## src/rtl/com_tx_sched.sv

```systemverilog
// com_tx_sched: shares one byte-wide UART transmitter between NCH 8-bit register channels.
//
// Every channel value is compared with its value from the previous cycle. Any difference sets
// that channel's pending flag. Pending channels are granted in round-robin order. Each grant
// sends one 5-byte report frame: HDR, '0'+ch, hex hi, hex lo, TERM (ch2 = 0xAA -> "R2AA\n").
//
// Ports
//   CLK       in   1      system clock
//   RST       in   1      synchronous reset, active-high
//   CH_DATA   in   8*NCH  channel values, ch i = CH_DATA[8*i+7:8*i]
//   TX_DATA   out  8      byte presented to the UART TX
//   TX_VALID  out  1      TX_DATA is valid; a byte moves when TX_VALID & TX_READY at an edge
//   TX_READY  in   1      UART can accept a byte
//   PENDING   out  NCH    per-channel report-pending flags
//   BUSY      out  1      high while a frame or its trailing gap is in progress
//
// Parameters
//   NCH         number of channels (1..10)
//   HDR         frame header byte
//   TERM        frame terminator byte
//   GAP_CYCLES  idle cycles between the last byte accepted and the next frame's first TX_VALID
//
// Optional feature (compile-time macro COM_TX_SCHED_STARTUP_REPORT_EN)
//   Defined: reset marks every channel pending, so all channels are reported once after reset,
//   ch0 first. Undefined: reset clears all pending flags.

module com_tx_sched #(
    parameter int          NCH        = 4,
    parameter logic [7:0]  HDR        = 8'h52,
    parameter logic [7:0]  TERM       = 8'h0A,
    parameter int          GAP_CYCLES = 0
) (
    input  logic               CLK,
    input  logic               RST,
    input  logic [8*NCH-1:0]   CH_DATA,
    output logic [7:0]         TX_DATA,
    output logic               TX_VALID,
    input  logic               TX_READY,
    output logic [NCH-1:0]     PENDING,
    output logic               BUSY
);

    localparam int CW = (NCH > 1) ? $clog2(NCH) : 1;
    localparam int GW = (GAP_CYCLES > 1) ? $clog2(GAP_CYCLES + 1) : 1;

    localparam logic [1:0] StIdle = 2'd0;
    localparam logic [1:0] StSend = 2'd1;
    localparam logic [1:0] StGap  = 2'd2;

    localparam logic [2:0] LastIdx = 3'd4;

`ifdef COM_TX_SCHED_STARTUP_REPORT_EN
    localparam logic [NCH-1:0] PendingRst = '1;
`else
    localparam logic [NCH-1:0] PendingRst = '0;
`endif

    logic [1:0]       state_q, state_d;
    logic [8*NCH-1:0] prev_q;
    logic [NCH-1:0]   pending_q, pending_d;
    logic [CW-1:0]    rr_q, rr_d;
    logic [CW-1:0]    grant_q, grant_d;
    logic [7:0]       snap_q, snap_d;
    logic [2:0]       idx_q, idx_d;
    logic [GW-1:0]    gap_q, gap_d;
    logic [7:0]       tx_data_q, tx_data_d;
    logic             tx_valid_q, tx_valid_d;

    logic [NCH-1:0]   change;
    logic             found;
    logic [CW-1:0]    grant_idx;
    logic [CW:0]      cand;
    logic [7:0]       grant_val;
    logic             can_grant;
    logic [CW-1:0]    rr_next;

    function automatic logic [7:0] hex_ascii(input logic [3:0] n);
        hex_ascii = (n < 4'd10) ? (8'h30 + {4'h0, n}) : (8'h37 + {4'h0, n});
    endfunction

    // Byte sent at position idx of the frame for channel ch carrying value v.
    function automatic logic [7:0] frame_byte(input logic [2:0] idx, input logic [CW-1:0] ch,
                                              input logic [7:0] v);
        case (idx)
            3'd0:    frame_byte = HDR;
            3'd1:    frame_byte = 8'h30 + 8'(ch);
            3'd2:    frame_byte = hex_ascii(v[7:4]);
            3'd3:    frame_byte = hex_ascii(v[3:0]);
            default: frame_byte = TERM;
        endcase
    endfunction

    always_comb begin
        change = '0;
        for (int i = 0; i < NCH; i++) begin
            change[i] = (CH_DATA[8*i +: 8] != prev_q[8*i +: 8]);
        end
    end

    // First pending channel at or after rr, wrapping NCH-1 -> 0.
    always_comb begin
        found     = 1'b0;
        grant_idx = '0;
        cand      = '0;
        for (int k = 0; k < NCH; k++) begin
            cand = {1'b0, rr_q} + (CW+1)'(k);
            if (cand >= (CW+1)'(NCH)) begin
                cand = cand - (CW+1)'(NCH);
            end
            if (!found && pending_q[cand[CW-1:0]]) begin
                found     = 1'b1;
                grant_idx = cand[CW-1:0];
            end
        end
    end

    always_comb begin
        grant_val = '0;
        for (int i = 0; i < NCH; i++) begin
            if (grant_idx == CW'(i)) begin
                grant_val = CH_DATA[8*i +: 8];
            end
        end
    end

    assign rr_next = (grant_q == CW'(NCH - 1)) ? '0 : grant_q + 1'b1;

    // The last gap cycle may grant directly, so the idle time after TERM is exactly GAP_CYCLES
    // cycles (one cycle minimum, which is inherent in TX_VALID dropping after TERM).
    assign can_grant = (pending_q != '0) &&
                       (((state_q == StIdle) && (gap_q == '0)) ||
                        ((state_q == StGap) && (gap_q == GW'(1))));

    always_comb begin
        state_d    = state_q;
        pending_d  = pending_q;
        rr_d       = rr_q;
        grant_d    = grant_q;
        snap_d     = snap_q;
        idx_d      = idx_q;
        gap_d      = gap_q;
        tx_data_d  = tx_data_q;
        tx_valid_d = tx_valid_q;

        case (state_q)
            StSend: begin
                if (TX_READY) begin
                    if (idx_q == LastIdx) begin
                        tx_valid_d = 1'b0;
                        rr_d       = rr_next;
                        gap_d      = GW'(GAP_CYCLES);
                        state_d    = (GAP_CYCLES > 0) ? StGap : StIdle;
                    end else begin
                        idx_d     = idx_q + 3'd1;
                        tx_data_d = frame_byte(idx_q + 3'd1, grant_q, snap_q);
                    end
                end
            end
            StGap: begin
                gap_d = gap_q - 1'b1;
                if (gap_q == GW'(1)) begin
                    state_d = StIdle;
                end
            end
            default: begin
            end
        endcase

        if (can_grant) begin
            grant_d              = grant_idx;
            snap_d               = grant_val;
            idx_d                = 3'd0;
            gap_d                = '0;
            tx_valid_d           = 1'b1;
            tx_data_d            = HDR;
            state_d              = StSend;
            pending_d[grant_idx] = 1'b0;
        end

        // A change in the grant cycle re-sets the flag just cleared.
        pending_d = pending_d | change;
    end

    always_ff @(posedge CLK) begin
        prev_q <= CH_DATA;
        if (RST) begin
            state_q    <= StIdle;
            pending_q  <= PendingRst;
            rr_q       <= '0;
            grant_q    <= '0;
            snap_q     <= '0;
            idx_q      <= '0;
            gap_q      <= '0;
            tx_data_q  <= '0;
            tx_valid_q <= 1'b0;
        end else begin
            state_q    <= state_d;
            pending_q  <= pending_d;
            rr_q       <= rr_d;
            grant_q    <= grant_d;
            snap_q     <= snap_d;
            idx_q      <= idx_d;
            gap_q      <= gap_d;
            tx_data_q  <= tx_data_d;
            tx_valid_q <= tx_valid_d;
        end
    end

    assign TX_DATA  = tx_data_q;
    assign TX_VALID = tx_valid_q;
    assign PENDING  = pending_q;
    assign BUSY     = (state_q != StIdle);

endmodule

```

## config.mk

```make
export PLATFORM = sky130hd
export DESIGN_NAME = com_tx_sched
export DESIGN_NICKNAME = d
export VERILOG_FILES = /design/src/rtl/com_tx_sched.sv
export SDC_FILE = /design/constraint.sdc
export NUM_CORES = 1
export LEC_CHECK = 0
export ABC_CLOCK_PERIOD_IN_PS = 5300
export CORE_MARGIN = 5
export CORE_UTILIZATION = 45
export CTS_BUF_LIST = sky130_fd_sc_hd__clkbuf_4 sky130_fd_sc_hd__clkbuf_8
export DETAILED_ROUTE_END_ITERATION = 16
export MAX_ROUTING_LAYER = met4
export PLACE_DENSITY = 0.66
export SYNTH_ARGS = -nofsm -noshare
export SYNTH_HDL_FRONTEND = slang
export SYNTH_SLANG_ARGS = --single-unit
```

## constraint.sdc

```tcl
create_clock -name CLK -period 5.3 [get_ports CLK]
set_input_delay 1.325 -clock CLK [delete_from_list [all_inputs] [get_ports CLK]]
set_output_delay 1.325 -clock CLK [all_outputs]
set_load 0.005 [all_outputs]
```

* Word-level counts from Yosys, hierarchy flattened *
Index checks and enable logic that the tools add are counted.

word-level totals
  flip-flop bits (word level) = 62
  input bits = 35
  output and inout port bits = 14

operators by class
  $add $sub $neg = 15
  order comparisons = 12
  eq/ne operators = 21
  multiplexer cells = 44
  bitwise logic cells = 5
  reduce and logical (&&, ||, !) cells = 29

operators with widths
  operator                                                               count
  7-bit two-way mux                                                      6
  8-bit two-way mux                                                      4
  8-bit != test                                                          4
  6-bit by 4-bit adder with 7-bit output, first input constant           4
  7-bit one-hot mux with 4 select lines                                  1
  2-bit two-way mux                                                      12
  2-bit by 3-bit < comparator with 1-bit output, second input constant   5
  3-bit AND reduction                                                    5
  1-bit two-way mux                                                      13
  2-bit nonzero test                                                     5
  3-bit >= comparator, second input constant                             3
  3-bit != test, second input constant                                   3
  1-bit binary-select mux with 2-bit select                              4
  2-bit equality test, second input constant                             4
  4-bit < comparator, second input constant                              2
  2-bit != test, second input constant                                   4
  4-bit AND reduction                                                    2
  2-bit by 1-bit subtractor with 2-bit output, second input constant     4
  6-bit by 2-bit adder with 7-bit output, first input constant           1
  1-bit logical AND                                                      7
  2-bit by 2-bit adder with 3-bit output, second input constant          2
  3-bit by 2-bit equality test with 1-bit output, second input constant  2
  4-bit AND                                                              1
  2-bit by 1-bit equality test with 1-bit output, second input constant  2
  other kinds (22)                                                       26

* Longest topological paths before layout *
  depth after elaboration = 22
  gate-level depth with buffers = 8

* Least setup slack after synthesis *
Ideal clock, no wire load.

  path type = input port to flip-flop
  from = input port TX_READY
  to = register tx_data_q[6], in the netlist TX_DATA[6]
  arrival = 2.006 ns
  required time = 5.226 ns
  path slack = 3.219 ns
  stages = 4
  buffers on the path = 0
  path through = nand2_1 nor3_1 o21ai_1 a31oi_1

on the way
  longest elaborated chain between the ends = 2

ends and longest elaborated chain
  item                                  line  text
  from (decl)                           38    input logic TX_READY,
  2-bit nonzero test (no source line)   -
  3-bit AND reduction (no source line)  -
  to (signal assigned)                  204   tx_data_q <= tx_data_d;
  to (decl)                             66    logic [7:0] tx_data_q, tx_data_d;

Every way passes these cells.
A chain may end at the register's enable or synchronous reset.

==> impl_results.md <==
* Critical Path End Type: flip-flop
* Top cell type's share of synthesized area at 43.70%
* Psw at 0.0002595 W
* Yosys top cell by area: dfxtp_1
* CTS Buf Count at 9
* DRT Pass-1 Iters at 4
* Rel. slew slack at 39.74%
* Post-CTS setup buffer count at 0
* Internal at 0.0007396 W
* Register area at 0.001201 mm²
* CTS resizes at 0
* Reg power frac at 49.9%
* Fin cells at 399
* Clk slew on worst S/H paths at 0.07 ns
* Setup CP Type: input pin to flip-flop
* Critical Path Source Type: input pin
* Overall die area at 0.007771 mm²
* Rows at 28
* Area of the multi-input gates at 0.001444 mm²
* Hold Fails Final Rpt at 0
* Clock power share at 36.4%
* Power Total at 0.0009991 W
* Fill cell count at 537
* Post-layout minimum cycle time at 2.911 ns
* Syn nets at 318
* Synth warn at 0
* DR WL met2 at 2808 µm
* Initial antenna violation count at 0
* CP max stage cell: clkdlybuf4s50_1
* GRT Total Usage at 17.37%
* Clock Skews at 0.006471 ns
* Cells after Synth at 275
* Unrepaired setup endpoints after global routing: false
* Final worst slack at 2.389 ns
* Synth area leaders: dfxtp_1, xor2_1, mux2i_1, o221ai_2, ha_1
* Area delta synth->final at 24.40%
* Distinct cells, synth at 44
* Final nets at 363
* Required time worst endpoint at 5.55 ns
* Clock sinks at 60
* Synth cell count leaders: dfxtp_1, xor2_1, mux2i_1, nor2_1, nand2_1
* Crit-path max cell delay at 0.82 ns
* ANT nets after route at 0
* Max VDD drop at 171.6 µV
* Fin. max-slew vios at 0
* Fin crit share at 54.92%
* Routability cong. at 0.8200
* Routed vias at 2142
* Setup_tns at 0 ns
* Hold_ws at 0.4577 ns
* Max Buffers Root-to-Sink at 2
* H-tree Lvls at 3
* Top-count cell post-synth: dfxtp_1
* Core box area at 0.005921 mm²
* EDFF count, synth at 0
* Combinational share of power at 13.7%
* Sw Ratio at 25.97%
* Worst Tran Pin Value at 0.9026 ns
* Initial Utilization at 46.43%
* Post-DP HPWL at 4543 µm
* Vias in the first global route at 2101
* Routed WL at 6139 µm
* # hold bufs at CTS at 0
* Wl on met1 at 2928 µm
* Clk_lat worst skew at 0.33 ns
* Residual DRC at 0
* Synth Cell Area at 0.002749 mm²
* Ys flop type: dfxtp_1
* FF+latch count, synth at 60
* CP bufs+invs at 1
* Total of max-cap violations at 0
* DP Worst Slack at 2.079 ns
* Final setup vio count at 0
* Die H at 88.16 µm
* Clock tree from TritonCTS: yes
* GRT Residual Overflow at 0
* Status: completed
* Sequential area share after synthesis at 43.70%
* Maximum clock frequency at 0.3436 GHz
* PortBufs at 47
* Global-route wire length before repair at 9963 µm
* Crit-path max FO at 24
* CP cell instances: clkdlybuf4s50_1 -> or3_1 -> o221ai_2
* Tightest Hold Check Type: flip-flop to flip-flop
* Avg Cell Area, Syn at 9.996 µm²
* Drt wl/cell at 15.39 µm
* Ys async rst share at 0%
* IO Pins at 49
* Met3 wire len at 308 µm
* Worst reg-to-reg setup slack at 2.97 ns
* Starting DRT DRC Count at 73
* Largest net degree at the start of global routing at 25
* Via/cell ratio at 5.368
* Post-Place Cells at 384
* Root buffer cell: clkbuf_8
* Ant diodes at 0
* Layout cells sized above 1 at 7.716%
* Highest metal used: met4
* Leakage at 1.308 nW
* Die Width at 88.16 µm
* Cell family with most CP delay: buffers and inverters
* Data arrival, critical path at 3.16 ns
* Cell area power density at 292.2 mW/mm²
==> power by group through the flow <==
stage | combinational, W | clock, W | sequential [W]
global route | 0.000152 | 0.000398 | 0.000502
CTS | 0.000139 | 0.000375 | 0.000498
detailed placement | 0.000138 | 0 | 0.000508
global placement | 0.000136 | 0 | 0.000508
finish | 0.000137 | 0.000363 | 0.000498
floorplan | 0.0000793 | 0 | 0.000502
==> per-layer routing <==
layer  track usage [%]  up-vias
li1                  -     1074
met1             21.90     1018
met2             27.05       41
met3             2.916        9
met4             8.242        0
met5                 -        -
==> cell usage in the layout (no fill, tap or decap), drive strengths merged, types with 2 or more instances in the layout <==
cell           instances
dfxtp                 60
clkdlybuf4s50         47
xor2                  32
mux2i                 19
nor2                  16
nand2                 14
clkbuf                11
a21oi                 10
o21ai                 10
nor4                   9
inv                    9
a31oi                  8
nand3b                 8
o221ai                 8
ha                     8
nor2b                  6
nand2b                 5
nor3                   5
o31ai                  5
xnor2                  4
nand3                  2
a22oi                  2
a211oi                 2
or3                    2
a221oi                 2
and4b                  2
a21boi                 2
clkinvlp               2
clkinv                 2
==> per-stage QoR <==
stage / area [µm²] / utilization (%)
final: 3420 / 57.76
after global routing: 3420 / 57.76
after CTS: 3420 / 57.76
after detailed placement: 3243 / 54.78
after global placement: 3243 / 54.78
after floorplan: 2749 / -
==> worst reg2reg max path: stages, from the launching register on <==
cell      delay (ns)
dfxtp_1         0.37
or4_1           0.59
nand2b_1        0.57
or3_1           0.52
o221ai_2        0.17
==> flip-flops by register name, summed over array words and instances (netlist names) <==
name	cells
idx_q	3
TX_VALID	1
grant_q	2
state_q	1
TX_DATA	7
PENDING	4
snap_q	8
rr_q	2
prev_q	32
==> path summary, 6_finish.rpt <==
kind              start          to  depth (start not counted)
min          TX_DATA[0]  TX_DATA[0]                          2
max                 RST   snap_q[4]                          3
max reg2reg  PENDING[0]   snap_q[4]                          4
min reg2reg  TX_DATA[0]  TX_DATA[0]                          2
==> final cells by class <==
cell class	instances	area share [%]
Multi-Input combinational cell	193	42.22
Sequential cell	60	35.13
Timing Repair Buffer	47	13.76
Clock buffer	11	4.427
Tap cell	75	2.744
Inverter	9	0.9879
Clock inverter	4	0.7318
==> kinds of logic after synthesis <==
group / share of synthesized area, %
buf+inv: 3.778
other cells: 0.1364
xor+xnor: 11.47
flops: 43.70
fa+ha+maj: 3.641
compound gates: 16.30
mux: 6.918
simple gates: 14.06
Power figures use the tool's default switching activity.
